<file path="config.mk">
export PLATFORM = sky130hd
export DESIGN_NAME = ov7670_sccb_config
export DESIGN_NICKNAME = d
export VERILOG_FILES = /design/src/rtl/ov7670_pkg.sv /design/src/rtl/ov7670_cfg_rom.sv /design/src/rtl/ov7670_sccb_config.sv
export SDC_FILE = /design/constraint.sdc
export NUM_CORES = 1
export LEC_CHECK = 0
export ABC_AREA = 1
export ABC_CLOCK_PERIOD_IN_PS = 6550
export BUFFER_PORTS_ARGS = -buffer_cell sky130_fd_sc_hd__buf_2
export CELL_PAD_IN_SITES_DETAIL_PLACEMENT = 0
export CELL_PAD_IN_SITES_GLOBAL_PLACEMENT = 1
export CORE_UTILIZATION = 30
export DETAILED_ROUTE_END_ITERATION = 12
export GPL_TIMING_DRIVEN = 0
export HOLD_SLACK_MARGIN = 0.03
export PLACE_DENSITY_LB_ADDON = 0.12
export SLEW_MARGIN = 20
export SYNTH_ARGS = -nofsm -noshare
export SYNTH_HDL_FRONTEND = slang
export SYNTH_SLANG_ARGS = --single-unit
</file>
<file path="constraint.sdc">
create_clock -name clk_i -period 6.55 [get_ports clk_i]
set_input_delay 0.3275 -clock clk_i [delete_from_list [all_inputs] [get_ports clk_i]]
set_output_delay 0.3275 -clock clk_i [all_outputs]
set_load 0.01 [all_outputs]
</file>
<file path="src/rtl/ov7670_pkg.sv">
// Shared types and constants for the OV7670 SCCB configuration sequencer,
// including the default RGB565 / VGA register list.
package ov7670_pkg;

  typedef enum logic [2:0] {
    ST_IDLE,
    ST_LOAD,
    ST_START,
    ST_BIT,
    ST_STOP,
    ST_GAP,
    ST_DELAY,
    ST_DONE
  } sccb_state_t;

  localparam logic [15:0] CFG_END   = 16'hFFFF;
  localparam logic [15:0] CFG_DELAY = 16'hFFF0;
  localparam int          SCCB_BITS = 27;

  // Soft reset, settle, then RGB565 at VGA resolution with sane colour matrix.
  localparam int DEFAULT_CFG_LEN = 35;
  localparam logic [15:0] DEFAULT_CFG [DEFAULT_CFG_LEN] = '{
    16'h1280, 16'hFFF0, 16'h1204, 16'h1180, 16'h0C00, 16'h3E00, 16'h0400,
    16'h40D0, 16'h3A04, 16'h1418, 16'h4FB3, 16'h50B3, 16'h5100, 16'h523D,
    16'h53A7, 16'h54E4, 16'h589E, 16'h3DC0, 16'h1714, 16'h1802, 16'h3280,
    16'h1903, 16'h1A7B, 16'h030A, 16'h0F41, 16'h1E00, 16'h330B, 16'h3C78,
    16'h6900, 16'h7400, 16'hB084, 16'hB10C, 16'hB20E, 16'hB380, 16'hFFFF
  };

  function automatic logic [15:0] default_cfg_entry(input int idx);
    if (idx < DEFAULT_CFG_LEN) return DEFAULT_CFG[idx];
    return CFG_END;
  endfunction

  // Positions 8, 17 and 26 are the 9th-bit slots where the slave may answer.
  function automatic logic sccb_dont_care(input logic [4:0] bit_idx);
    return (bit_idx == 5'd8) || (bit_idx == 5'd17) || (bit_idx == 5'd26);
  endfunction

endpackage

</file>
<file path="src/rtl/ov7670_cfg_rom.sv">
// Combinational register table: index -> {reg_addr, reg_data}.
// Slots past the table (or past NUM_ENTRIES) read as CFG_END.
module ov7670_cfg_rom
  import ov7670_pkg::*;
#(
  parameter int                        NUM_ENTRIES  = 64,
  parameter bit                        USE_CUSTOM   = 1'b0,
  parameter logic [16*NUM_ENTRIES-1:0] CUSTOM_TABLE = '0,
  localparam int IDX_W = (NUM_ENTRIES > 1) ? $clog2(NUM_ENTRIES) : 1
) (
  input  logic [IDX_W-1:0] index_i,
  output logic [15:0]      entry_o
);

  always_comb begin
    entry_o = CFG_END;
    if (int'(index_i) < NUM_ENTRIES) begin
      if (USE_CUSTOM) entry_o = CUSTOM_TABLE[16*int'(index_i) +: 16];
      else            entry_o = default_cfg_entry(int'(index_i));
    end
  end

endmodule

</file>
<file path="src/rtl/ov7670_sccb_config.sv">
// Boot-time OV7670 register loader: walks the config ROM and writes each
// entry as a 3-phase SCCB write, raising done_o once the table is exhausted.
module ov7670_sccb_config
  import ov7670_pkg::*;
#(
  parameter int unsigned               CLK_FREQ_HZ      = 100_000_000,
  parameter int unsigned               SCCB_FREQ_HZ     = 100_000,
  parameter logic [7:0]                SLAVE_ADDR       = 8'h42,
  parameter int                        NUM_ENTRIES      = 64,
  parameter int unsigned               DELAY_CYCLES     = 1_000_000,
  parameter bit                        USE_CUSTOM_TABLE = 1'b0,
  parameter logic [16*NUM_ENTRIES-1:0] CUSTOM_TABLE     = '0,
  localparam int IDX_W = (NUM_ENTRIES > 1) ? $clog2(NUM_ENTRIES) : 1
) (
  input  logic             clk_i,
  input  logic             reset_i,
  input  logic             start_i,
  output logic             sioc_o,
  output logic             siod_o,
  output logic             siod_oe_o,
  output logic             busy_o,
  output logic             done_o,
  output logic [IDX_W-1:0] index_o
);

  localparam int unsigned Q  = CLK_FREQ_HZ / (4 * SCCB_FREQ_HZ);
  localparam int          QW = (Q > 1) ? $clog2(Q) : 1;
  localparam int          DW = (DELAY_CYCLES > 1) ? $clog2(DELAY_CYCLES) : 1;
  localparam logic [QW-1:0]  Q_LAST  = QW'(Q - 1);
  localparam logic [DW-1:0]  D_LAST  = DW'(DELAY_CYCLES - 1);
  localparam logic [IDX_W:0] IDX_END = (IDX_W + 1)'(NUM_ENTRIES);
  localparam logic [IDX_W:0] IDX_ONE = (IDX_W + 1)'(1);

  sccb_state_t          state_q;
  logic [QW-1:0]        qcnt_q, qcnt_d;
  logic [1:0]           qtr_q;
  logic [4:0]           bit_q;
  logic [SCCB_BITS-1:0] shift_q;
  logic [DW-1:0]        dcnt_q;
  logic [IDX_W:0]       idx_q;
  logic [15:0]          entry;
  logic                 tick;

  ov7670_cfg_rom #(
    .NUM_ENTRIES (NUM_ENTRIES),
    .USE_CUSTOM  (USE_CUSTOM_TABLE),
    .CUSTOM_TABLE(CUSTOM_TABLE)
  ) u_rom (
    .index_i(idx_q[IDX_W-1:0]),
    .entry_o(entry)
  );

  assign index_o = idx_q[IDX_W-1:0];
  assign tick    = busy_o && (qcnt_q == Q_LAST);

  // Quarter-period timer; re-phased in LOAD so each write starts on a full quarter.
  always_comb begin
    qcnt_d = qcnt_q + QW'(1);
    if (!busy_o || state_q == ST_LOAD || tick) qcnt_d = '0;
  end

  always_ff @(posedge clk_i or posedge reset_i) begin
    if (reset_i) qcnt_q <= '0;
    else         qcnt_q <= qcnt_d;
  end

  always_ff @(posedge clk_i or posedge reset_i) begin
    if (reset_i) begin
      state_q   <= ST_IDLE;
      sioc_o    <= 1'b1;
      siod_o    <= 1'b1;
      siod_oe_o <= 1'b0;
      busy_o    <= 1'b0;
      done_o    <= 1'b0;
      idx_q     <= '0;
      qtr_q     <= '0;
      bit_q     <= '0;
      shift_q   <= '0;
      dcnt_q    <= '0;
    end else begin
      unique case (state_q)
        ST_IDLE, ST_DONE: begin
          if (start_i) begin
            busy_o  <= 1'b1;
            done_o  <= 1'b0;
            idx_q   <= '0;
            state_q <= ST_LOAD;
          end
        end
        ST_LOAD: begin
          if (idx_q == IDX_END || entry == CFG_END) begin
            busy_o  <= 1'b0;
            done_o  <= 1'b1;
            state_q <= ST_DONE;
          end else if (entry == CFG_DELAY) begin
            dcnt_q  <= '0;
            state_q <= ST_DELAY;
          end else begin
            // X slots are sent as 1 but never driven.
            shift_q   <= {SLAVE_ADDR, 1'b1, entry[15:8], 1'b1, entry[7:0], 1'b1};
            sioc_o    <= 1'b1;
            siod_o    <= 1'b0;
            siod_oe_o <= 1'b1;
            qtr_q     <= '0;
            state_q   <= ST_START;
          end
        end
        ST_START: begin
          if (tick) begin
            if (qtr_q == 2'd0) begin
              sioc_o <= 1'b0;
              qtr_q  <= 2'd1;
            end else begin
              bit_q     <= '0;
              qtr_q     <= '0;
              siod_o    <= shift_q[SCCB_BITS-1];
              siod_oe_o <= 1'b1;
              state_q   <= ST_BIT;
            end
          end
        end
        ST_BIT: begin
          if (tick) begin
            qtr_q <= qtr_q + 2'd1;
            if (qtr_q == 2'd1) begin
              sioc_o <= 1'b1;
            end else if (qtr_q == 2'd3) begin
              sioc_o <= 1'b0;
              if (bit_q == 5'(SCCB_BITS - 1)) begin
                siod_o    <= 1'b0;
                siod_oe_o <= 1'b1;
                state_q   <= ST_STOP;
              end else begin
                bit_q     <= bit_q + 5'd1;
                shift_q   <= shift_q << 1;
                siod_o    <= shift_q[SCCB_BITS-2];
                siod_oe_o <= !sccb_dont_care(bit_q + 5'd1);
              end
            end
          end
        end
        ST_STOP: begin
          if (tick) begin
            qtr_q <= qtr_q + 2'd1;
            if (qtr_q == 2'd0) begin
              sioc_o <= 1'b1;
            end else if (qtr_q == 2'd1) begin
              siod_o    <= 1'b1;
              siod_oe_o <= 1'b0;
            end else begin
              qtr_q   <= '0;
              state_q <= ST_GAP;
            end
          end
        end
        ST_GAP: begin
          if (tick) begin
            qtr_q <= qtr_q + 2'd1;
            if (qtr_q == 2'd3) begin
              idx_q   <= idx_q + IDX_ONE;
              state_q <= ST_LOAD;
            end
          end
        end
        ST_DELAY: begin
          if (dcnt_q == D_LAST) begin
            idx_q   <= idx_q + IDX_ONE;
            state_q <= ST_LOAD;
          end else begin
            dcnt_q <= dcnt_q + DW'(1);
          end
        end
        default: state_q <= ST_IDLE;
      endcase
    end
  end

endmodule

</file>
==> metrics.cfg <==
[status]
status=finished, violations left
violations=DRC

[finish]
final_util_pct=34.65
fillers=2051
synthToLayoutAreaGrowth_pct=13.15
nNetsFinal=886
multiInputGateArea_sq_mm=0.003246
seq_area_sq_mm=0.001929
final_layout_size_suffix_gt1_share_pct=12.62
insertedDiodeCount=0

[clocking]
post-cts-setup-buffers=0
cts_resized=0
htree_num_levels=3
clkSinkCount=77
clk_path_buf_depth=2
clock_latency_ns=0.35
clk_pin_slew_ns=0.07
cts_tree=built
cts_buffers=9
clockRootBuffer=clkbuf_16

[logic_synthesis]
yosysTopAreaCell=dfrtp_1
synthCells=833
synth.most_common_cell=nand2_1
synth_area_sq_mm=0.005728
synth_ff_type=dfrtp_1
seq_area_frac_synth_pct=33.68
syn_area_per_cell_sq_um=6.876
ys_types=39
async_flop_share_pct=100.0
yosys-top-cells-area=dfrtp_1 (33%), nand2_1 (17%), nand3_1 (5.8%)
synth_top_area_share_pct=32.77
synth-seq-cells=77
synth_commonest_cells=nand2_1 (263), nor2_1 (85), dfrtp_1 (75), nand3_1 (66), inv_1 (65)
synth_enable_flop_cells=0
yosys_warnings=0
synth_nets=860

[detailed_routing]
vias=5522
firstDrtPassIters=9
drt-vias-per-instance=5.029
drt_iter0_drc=500
routed_wl_um=17180
drc=1
wl_per_cell_um=15.65
postRouteAntennaNets=0

[sta]
period_share_pct=48.61
finalSetupViolCount=0
clock_skew_ns=0.01133
max-slew-margin-rel_pct=44.67
layout_min_cycle_time_ns=3.184
worstMarginPinSlew_ns=0.8224
finalMaxSlewViolations=0
rsz0062_at_grt=no
fmax_mhz=314.1
finalSetupTns_ns=0
finalHoldViolations=0

[critical_path]
critPathCaptureType=flip-flop
arrival_ns=3.48
timing.rr.end=dcnt_q[19]
startpoint_type=flip-flop
r2r-start=idx_q[1]
critical_path_class=flip-flop to flip-flop
crit_required_ns=6.84
r2r_cells=18
rrSetupSlack_ns=3.37
cp_max_fo=12

[die]
io_pins=14
die_y_um=140.2
core.rowCount=50
die_area_sq_mm=0.01965
start_util_pct=30.62
die_w_um=140.2
core_sq_mm=0.01871

[flow_run]
drv_cap=0

[worst_hold_path]
min_path_type=input port to flip-flop
hold_end=done_o
holdPathStages=5
hold_start=start_i

[placement]
place.gp.congestion=0.8762
io_buffers=13
dp_hpwl_um=12700

[power]
finalPower_mw=1.102
power_density_mw_per_mm2=170.0
power_leakage_nw=3.159
vdd_drop_max_mv=0.1087

[global_routing]
antenna_found_initial=0
track_usage_pct=18.48
grt_pass1_vias=5437
grt_max_degree=51
overflow=0
grt_first_pass_wirelength_um=28770

==> metrics by stage <==
step	hold WS, ns	cell area (sq um)	std cells	setup slack (ns)
global route	0.4689	6481	1098	3.082
finish	0.4150	6481	1098	3.366
floorplan	0.4345	5728	833	4.131
CTS	0.4182	6481	1098	3.409
detailed placement	0.3609	6116	1081	3.428
global placement	0.4471	6086	1080	3.005
==> kinds of logic after synthesis <==
| kind of cell | count (synthesis) | synth area share [%] |
|---|---|---|
| flip-flops | 77 | 33.68 |
| buffers and inverters | 119 | 9.655 |
| adder cells (fa/ha/maj) | 24 | 5.242 |
| XOR/XNOR | 20 | 3.058 |
| AND/OR/NAND/NOR | 511 | 40.04 |
| AO/OA/AOI/OAI | 82 | 8.322 |
==> cell usage in the layout (no fill, tap or decap), types with 6 or more instances in the layout <==
| cell type | n |
|---|---|
| nand2_1 | 263 |
| nor2_1 | 85 |
| dfrtp_1 | 75 |
| nand3_1 | 66 |
| inv_1 | 64 |
| nand4_1 | 43 |
| o21ai_0 | 32 |
| buf_2 | 28 |
| ha_1 | 24 |
| a21oi_1 | 21 |
| xor2_1 | 17 |
| a31oi_1 | 14 |
| nor3_1 | 13 |
| inv_2 | 11 |
| buf_4 | 11 |
| nand3_2 | 11 |
| clkbuf_16 | 9 |
| clkbuf_1 | 8 |
| or2_2 | 7 |
| nor4_1 | 7 |
| buf_6 | 6 |
| nor2_2 | 6 |
==> state kept, by name (all words and copies together), names as in the netlist <==
signal and count:
shift_q 27, dcnt_q 20, qcnt_q 8, idx_q 7, bit_q 5, state_q 3, qtr_q 2, busy_o 1
done_o 1, sioc_o 1, siod_o 1, siod_oe_o 1
==> power breakdown <==
group / total [mW] / switching (mW) / internal (mW)
Sequential: 0.475 / 0 / 0.475
Clock: 0.613 / 0.226 / 0.387
Combinational: 0.0131 / 0.0105 / 0.00266
==> worst max path at each step <==
stage	startpoint	endpoint	slack, ns	cells past startpoint
finish	idx_q[1]	dcnt_q[19]	3.37	18
global route	idx_q[0]	dcnt_q[1]	3.08	19
CTS	idx_q[0]	shift_q[19]	3.41	19
detailed placement	idx_q[0]	shift_q[26]	3.43	19
global placement	reset_i	shift_q[3]	3.01	2
floorplan	idx_q[0]	dcnt_q[0]	4.13	19
==> critical path, cell delays in order, from the launching register on <==
cell and delay, ns:
dfrtp_1 0.65, inv_2 0.21, ha_1 0.34, nand2_1 0.11, nor2_1 0.04, nor2_1 0.17
nand3_1 0.15, nand2_1 0.19, inv_1 0.07, nor2_1 0.08, nand2_1 0.05, nor2_1 0.14
nand3_2 0.27, clkinv_2 0.13, nand2_2 0.06, nand2_1 0.10, buf_2 0.24, nand2_1 0.08
nand2_1 0.06
==> per-layer routing <==
layer	up-vias	wire [um]	global-route usage (%)
li1	2780	-	-
met1	2595	8745	25.98
met2	128	7558	28.97
met3	19	576	2.325
met4	0	298	6.709
met5	-	0	0
==> cell type report <==
cell class | count | share of cell area [%]
Clock buffer | 10 | 3.687
Sequential cell | 77 | 29.77
Multi-Input combinational cell | 637 | 50.08
Timing Repair Buffer | 15 | 1.583
Inverter | 77 | 4.517
Clock inverter | 6 | 1.795
Tap cell | 234 | 4.517
Buffer | 42 | 4.054
==> what timing repair did <==
action                                  in CTS  in global routing
hold buffers                                 1                  0
hold endpoints to repair                    26                  0
endpoints found under the setup margin       0                  0
No activity file was read; power rests on OpenSTA's default activity.
